[src/rtl/sram_cmd_seq.sv]
// Host-side command sequencer for sram_top: serialises write words onto the
// shift/load/w_en pins and turns reads into an r_en wait with timeout and a response.
module sram_cmd_seq #(
  parameter int ROWS       = 16,
  parameter int COLS       = 8,
  parameter int RD_TIMEOUT = 15,
  localparam int AW        = $clog2(ROWS)
) (
  input  logic            clk,
  input  logic            arst_n,
  input  logic            cmd_valid,
  output logic            cmd_ready,
  input  logic            cmd_we,
  input  logic [AW-1:0]   cmd_addr,
  input  logic [COLS-1:0] cmd_wdata,
  output logic            rsp_valid,
  input  logic            rsp_ready,
  output logic [COLS-1:0] rsp_rdata,
  output logic            rsp_err,
  output logic            serial_in,
  output logic            shift,
  output logic            load,
  output logic            w_en,
  output logic            r_en,
  output logic [AW-1:0]   addr,
  input  logic            data_valid,
  input  logic [COLS-1:0] data_out
);

  localparam int CW = $clog2(COLS + 1);
  localparam int TW = $clog2(RD_TIMEOUT + 1);

  localparam logic [2:0] S_IDLE  = 3'd0;
  localparam logic [2:0] S_SHIFT = 3'd1;
  localparam logic [2:0] S_LOAD  = 3'd2;
  localparam logic [2:0] S_WRITE = 3'd3;
  localparam logic [2:0] S_READ  = 3'd4;
  localparam logic [2:0] S_RESP  = 3'd5;

  logic [2:0]      state, state_nx;
  logic [CW-1:0]   bcnt, bcnt_nx;
  logic [TW-1:0]   tcnt, tcnt_nx;
  logic [COLS-1:0] sreg, sreg_nx;
  logic [AW-1:0]   addr_nx;
  logic [COLS-1:0] rdata_nx;
  logic            err_nx;

  always_comb begin
    state_nx = state;
    bcnt_nx  = bcnt;
    tcnt_nx  = tcnt;
    sreg_nx  = sreg;
    addr_nx  = addr;
    rdata_nx = rsp_rdata;
    err_nx   = rsp_err;
    case (state)
      S_IDLE: begin
        if (cmd_valid && cmd_ready) begin
          addr_nx  = cmd_addr;
          sreg_nx  = cmd_wdata;
          bcnt_nx  = '0;
          tcnt_nx  = '0;
          state_nx = cmd_we ? S_SHIFT : S_READ;
        end
      end
      S_SHIFT: begin
        sreg_nx = sreg << 1;
        bcnt_nx = bcnt + 1'b1;
        if (bcnt == CW'(COLS - 1)) state_nx = S_LOAD;
      end
      S_LOAD:  state_nx = S_WRITE;
      S_WRITE: state_nx = S_IDLE;
      S_READ: begin
        tcnt_nx = tcnt + 1'b1;
        // A data_valid on the final timeout cycle still counts as success.
        if (data_valid) begin
          rdata_nx = data_out;
          err_nx   = 1'b0;
          state_nx = S_RESP;
        end else if (tcnt == TW'(RD_TIMEOUT - 1)) begin
          rdata_nx = '0;
          err_nx   = 1'b1;
          state_nx = S_RESP;
        end
      end
      S_RESP: begin
        if (rsp_valid && rsp_ready) state_nx = S_IDLE;
      end
      default: state_nx = S_IDLE;
    endcase
  end

  // Outputs are registered decodes of the next state, so each strobe is
  // aligned with the state it belongs to and only one can ever be set.
  always_ff @(posedge clk or negedge arst_n) begin
    if (!arst_n) begin
      state     <= S_IDLE;
      bcnt      <= '0;
      tcnt      <= '0;
      cmd_ready <= 1'b0;
      rsp_valid <= 1'b0;
      rsp_rdata <= '0;
      rsp_err   <= 1'b0;
      serial_in <= 1'b0;
      shift     <= 1'b0;
      load      <= 1'b0;
      w_en      <= 1'b0;
      r_en      <= 1'b0;
      addr      <= '0;
    end else begin
      state     <= state_nx;
      bcnt      <= bcnt_nx;
      tcnt      <= tcnt_nx;
      cmd_ready <= (state_nx == S_IDLE);
      rsp_valid <= (state_nx == S_RESP);
      rsp_rdata <= rdata_nx;
      rsp_err   <= err_nx;
      serial_in <= (state_nx == S_SHIFT) && sreg_nx[COLS-1];
      shift     <= (state_nx == S_SHIFT);
      load      <= (state_nx == S_LOAD);
      w_en      <= (state_nx == S_WRITE);
      r_en      <= (state_nx == S_READ);
      addr      <= addr_nx;
    end
  end

  // Shift register holds only payload, so it carries no reset.
  always_ff @(posedge clk) begin
    sreg <= sreg_nx;
  end

endmodule

[config.mk]
export PLATFORM = sky130hd
export DESIGN_NAME = sram_cmd_seq
export DESIGN_NICKNAME = d
export VERILOG_FILES = /design/src/rtl/sram_cmd_seq.sv
export SDC_FILE = /design/constraint.sdc
export NUM_CORES = 1
export LEC_CHECK = 0
export ABC_AREA = 1
export CORE_MARGIN = 4
export CORE_UTILIZATION = 25
export CTS_BUF_LIST = sky130_fd_sc_hd__clkbuf_4 sky130_fd_sc_hd__clkbuf_8
export DETAILED_ROUTE_END_ITERATION = 16
export PLACE_DENSITY_LB_ADDON = 0.3
export SLEW_MARGIN = 5
export SYNTH_ARGS = -nofsm -noshare
export SYNTH_HDL_FRONTEND = slang
export SYNTH_SLANG_ARGS = --single-unit
[constraint.sdc]
create_clock -name clk -period 1.4 [get_ports clk]
set_input_delay 0.14 -clock clk [delete_from_list [all_inputs] [get_ports clk]]
set_output_delay 0.14 -clock clk [all_outputs]
set_load 0.01 [all_outputs]
After elaboration in Yosys (flattened, before gate mapping)
Cells that the tools add are included.

storage, ports and cells
  flip-flop bits (word level) = 39
  bits in latches = 0
  bits in writable memories = 0
  memory bits (read-only) = 0
  bits of input ports = 26
  output and inout port bits = 20
  word-level logic and storage cells = 57
  memories = 0

operators by class
  $add $sub $neg = 2
  multipliers = 0
  divide/modulo/power cells = 0
  order comparisons = 0
  equal/unequal tests = 12
  shift operators = 0
  multiplexer cells = 16
  bitwise logic cells = 0
  reductions and logical operators = 12

operators by type and width
  operator                                                                number
  8-bit two-way mux                                                       3
  3-bit two-way mux                                                       6
  4-bit one-hot mux with 2 select lines                                   2
  8-bit one-hot mux with 2 select lines                                   1
  3-bit one-hot mux with 5 select lines                                   1
  3-bit equality test (second input constant)                             4
  3-bit by 2-bit equality test with 1-bit output (second input constant)  3
  4-bit by 1-bit adder with 4-bit output (second input constant)          2
  2-bit AND reduction                                                     4
  3-bit by 1-bit equality test with 1-bit output (second input constant)  2
  3-bit logical NOT                                                       2
  2-bit nonzero test                                                      3
  4-bit by 3-bit equality test with 1-bit output (second input constant)  1
  4-bit equality test (second input constant)                             1
  4-bit two-way mux                                                       1
  1-bit logical AND                                                       3
  1-bit two-way mux                                                       2
  2-bit inequality test (second input constant)                           1

Logic depth before layout (Yosys ltp)
  depth after elaboration = 6
  mapped depth = 11

Least setup slack after synthesis
No wires, ideal clock.

  path type = reg2reg
  start = register state[1]
  end = register bcnt[1]
  setup time = 0.121 ns
  data arrival time = 1.266 ns
  required time = 1.279 ns
  path slack = 0.013 ns
  stages on the path, launching flop included = 6
  period minus slack after synthesis = 1.387 ns
  cells stage by stage = dfrtp_1 -> nor2_1 -> nand4_2 -> nand2_1 -> inv_2 -> a22o_1

between the ends
  longest elaborated chain between the ends = 3
  elaborated cells between the ends (all ways) = 6
  classes of those cells = eq/ne: 2; mux: 1; reduce/logical: 3

ends and longest elaborated chain
  what                                                                                 line  text
  start: declaration                                                                   40    logic [2:0] state, state_nx;
  start signal: assignment                                                             111   state <= state_nx;
  3-bit by 1-bit equality test with 1-bit output or 3-bit logical NOT (tied branches)  56    case (state)
  2-bit nonzero test (no source line) or 2-bit inequality test (tied branches)         --
  2-bit AND reduction (no source line)                                                 --
  end signal: assignment                                                               112   bcnt <= bcnt_nx;
  end: declaration                                                                     41    logic [CW-1:0] bcnt, bcnt_nx;

Parallel ways exist; a longest one is shown, timed or not.
A chain may end at the register's enable or synchronous reset.

Worst setup path after layout
  start = register tcnt[0]
  end = register rsp_valid

between the ends
  longest elaborated chain between the ends = 5

ends and longest elaborated chain
  what                                   line  text
  start: declaration                     42    logic [TW-1:0] tcnt, tcnt_nx;
  start signal: assignment               113   tcnt <= tcnt_nx;
  4-bit equality test                    80    end else if (tcnt == TW'(RD_TIMEOUT - 1)) begin
  3-bit two-way mux                      80
  3-bit two-way mux                      76    if (data_valid) begin
  3-bit one-hot mux with 5 select lines  56
  3-bit equality test                    115   rsp_valid <= (state_nx == S_RESP);
  end signal: assignment                 115
  end: declaration                       16    output logic rsp_valid,

Every way passes these cells.

==> impl_metrics.env <==
export IMPL_p_clk_frac=0.167
export IMPL_setup_viol=0
export IMPL_yosys_area_share_simple=0.192
export IMPL_drc=0
export IMPL_final_nets=265
export IMPL_synthesis_area_mm2=0.00167
export IMPL_holdWs_ps=209
export IMPL_area_delta_synth_final_pct=53.7
export IMPL_grt_first_pass_wirelength_um=6530
export IMPL_yosysSeqAreaShare=0.601
export IMPL_diodes=0
export IMPL_min_period_ps=1360
export IMPL_crit_path_end_kind="register"
export IMPL_antenna_found_initial=0
export IMPL_drt_total_wl_um=3950
export IMPL_synth_edf_count=7
export IMPL_start_kind="register"
export IMPL_swShare=0.346
export IMPL_crit_slowest_cell="dfrtp_1"
export IMPL_numCtsBuffers=5
export IMPL_power_switching_uw=1910
export IMPL_dieWidth_um=89.8
export IMPL_root_buffer="clkbuf_8"
export IMPL_cts_sinks=39
export IMPL_io_pins=46
export IMPL_path_cells="inv_2 -> ha_4 -> nand3_2 -> nand2_2 -> nand2_4 -> and2_4 -> buf_4 -> buf_4 -> inv_1"
export IMPL_via_per_inst=4.43
export IMPL_grt_pass1_vias=1400
export IMPL_post_place_cells=295
export IMPL_synth_async_reset_ratio=0.795
export IMPL_hpwl_um=2800
export IMPL_cts_tree="yes"
export IMPL_critPathRequiredTime_ps=1640
export IMPL_dieArea_mm2=0.00806
export IMPL_pwr_share_seq=0.370
export IMPL_clock_latency_ps=290
export IMPL_cp_max_fo=3
export IMPL_path_common_cell="buf_4"
export IMPL_yosys_area_share_xor_xnor=0.00524
export IMPL_synth_warnings=0
export IMPL_postSynthAreaPerCell_um2=10.2
export IMPL_synth_area_top_cells="dfrtp_1, edfxtp_1, a22o_1, nand2_1, nor2_1"
export IMPL_leakagePower_uw=0.00121
export IMPL_hold_path_class="in2async"
export IMPL_fin_crit_sh=0.971
export IMPL_synth_compound_area_frac=0.120
export IMPL_initial_core_util=0.260
export IMPL_netlist_top_cells_count="dfrtp_1, nand2_1, nor2_1, a22o_1, inv_1"
export IMPL_grt_max_degree=32
export IMPL_power_frac_comb=0.464
export IMPL_postRouteAntennaNets=0
export IMPL_post_route_util=0.400
export IMPL_die_h_um=89.8
export IMPL_clockBufferDepth=2
export IMPL_drv_slew=0
export IMPL_max_slew_margin=0.848
export IMPL_max_stage_delay_ps=400
export IMPL_drtIter0Drc=84
export IMPL_fin_cells=314
export IMPL_design_core_area_mm2=0.00642
export IMPL_ys_ff_latch=39
export IMPL_synth_top_area_cell="dfrtp_1"
export IMPL_cts_clk_slew_worst_paths_ps=80
export IMPL_tightest_slew_ps=227
export IMPL_hold_viol=0
export IMPL_path_class="reg2reg"
export IMPL_wl_per_cell_um=12.6
export IMPL_hold_buffers=0
export IMPL_max_freq_mhz=736
export IMPL_crit_family="flip-flops"
export IMPL_maxCapViolations=0
export IMPL_synth_area_mux_share=0
export IMPL_synth_top_family_by_area="simple AND/OR/NAND/NOR gates"
export IMPL_vdd_drop_max_mv=0.740
export IMPL_synth_cells=164
export IMPL_p_total_uw=5510
export IMPL_run_status="completed"
export IMPL_cp_buffers_inverters=4
export IMPL_clock_skew_ps=6.21
export IMPL_fill_cells=638
export IMPL_fp_row_count=29
export IMPL_synth_distinct_cells=24
export IMPL_cts_max_level=2
export IMPL_synth_top_area_share=0.464
export IMPL_dr_pass1_iters=4
export IMPL_routed_via_count=1391
export IMPL_powerDensity_mw_per_mm2=2140
export IMPL_yosys_area_share_adder=0.0224
export IMPL_p_int_uw=3600
export IMPL_postPlaceCellArea_mm2=0.00231
export IMPL_synth_nets=193
export IMPL_grt_ovfl_total=0
export IMPL_gp_congestion=0.859
export IMPL_ys_flop_type="dfrtp_1"
export IMPL_rsz0062_at_grt="true"
export IMPL_drive_gt1_frac=0.262
export IMPL_cp_arrival_ps=1590
export IMPL_port_buffers=45
export IMPL_grt_usage=0.101
export IMPL_fin_area_mm2=0.00257
## what timing repair did
item | in CTS | in global routing
gates resized for setup | 1 | 21
pin swaps | 0 | 10
buffers inserted | 1 | 10
setup endpoints to repair | 2 | 27
## path summary, 6_finish.rpt
path                                  start   endpoint  slack [ps]  depth (start not counted)
worst max-delay path                tcnt[0]  rsp_valid          40                          9
worst min-delay path                 arst_n    bcnt[2]         210                          2
worst max register to register      tcnt[0]  rsp_valid          40                          9
worst min register to register      addr[3]    addr[3]         480                          2
max in group asynchronous            arst_n   state[2]        1000                          2
min in group clk                cmd_addr[0]    addr[0]         400                          3
## placed cells by master (no fill, tap or decap), types with 2 or more instances in the layout
cell and instances:
o21ai_0 8, a22o_1 15, nand4_1 3, nand3_1 5, nor2_4 2, buf_12 2
buf_4 18, nand2_2 7, clkbuf_8 5, inv_2 9, nand3_2 2, dfrtp_2 3
clkdlybuf4s50_1 44, inv_1 13, nor2_1 15, nor2_2 3, a21oi_1 2, dfrtp_1 28
nand2_1 27, edfxtp_1 7, o22ai_1 2
## logic make-up after synthesis
family,Yosys count
AOI/OAI and AO/OA,28
xor gates and xnor gates,1
adders and majority gates,3
buffers and inverters,24
DFF,39
and+or+nand+nor,69
## state kept, by name, summed over array words and instances, names as in the netlist
name	cells
addr	4
bcnt	4
rsp_err	1
load	1
r_en	1
state	3
rsp_rdata	8
shift	1
cmd_ready	1
serial_in	1
rsp_valid	1
w_en	1
sreg	8
tcnt	4
## final cells by class
type | instances | area, um^2 | area share
sequential | 39 | 1010 | 0.393
timing repair buffer | 66 | 639 | 0.249
multi-input combinational | 101 | 629 | 0.245
tap | 77 | 96.3 | 0.0375
inverter | 23 | 88.8 | 0.0345
clock buffer | 5 | 68.8 | 0.0268
clock inverter | 3 | 38.8 | 0.0151
## power by group through the flow
stage,Sequential [uW],Clock [uW],Combinational [uW]
4_1_cts,2020,961,2280
5_1_grt,2110,1010,2850
2_1_floorplan,2110,0,1120
3_3_place_gp,2050,0,2190
6_report,2040,918,2550
3_5_place_dp,2040,0,2230
## metrics by stage
| stage | setup TNS [ps] | setup WS (ps) |
|---|---|---|
| finish | 0 | 41.0 |
| global route | -132 | -62.2 |
| CTS | 0 | 11.1 |
| detailed placement | -140 | -48.3 |
| global placement | -37.1 | -17.1 |
| floorplan | 0 | 13.2 |
## worst reg2reg max path, cell delays in order, from the launching register on
cell	delay (ps)
dfrtp_1	400
inv_2	90
ha_4	130
nand3_2	80
nand2_2	100
nand2_4	70
and2_4	150
buf_4	120
buf_4	120
inv_1	40
## metal layers
| metal | vias up | track usage | wire length (um) |
|---|---|---|---|
| met4 | 0 | 0.0421 | 83 |
| li1 | 690 | - | - |
| met3 | 9 | 0.0434 | 276 |
| met1 | 646 | 0.121 | 1680 |
| met5 | - | 0 | 0 |
| met2 | 46 | 0.160 | 1910 |
Note: power is estimated with default switching activity, not from simulation.
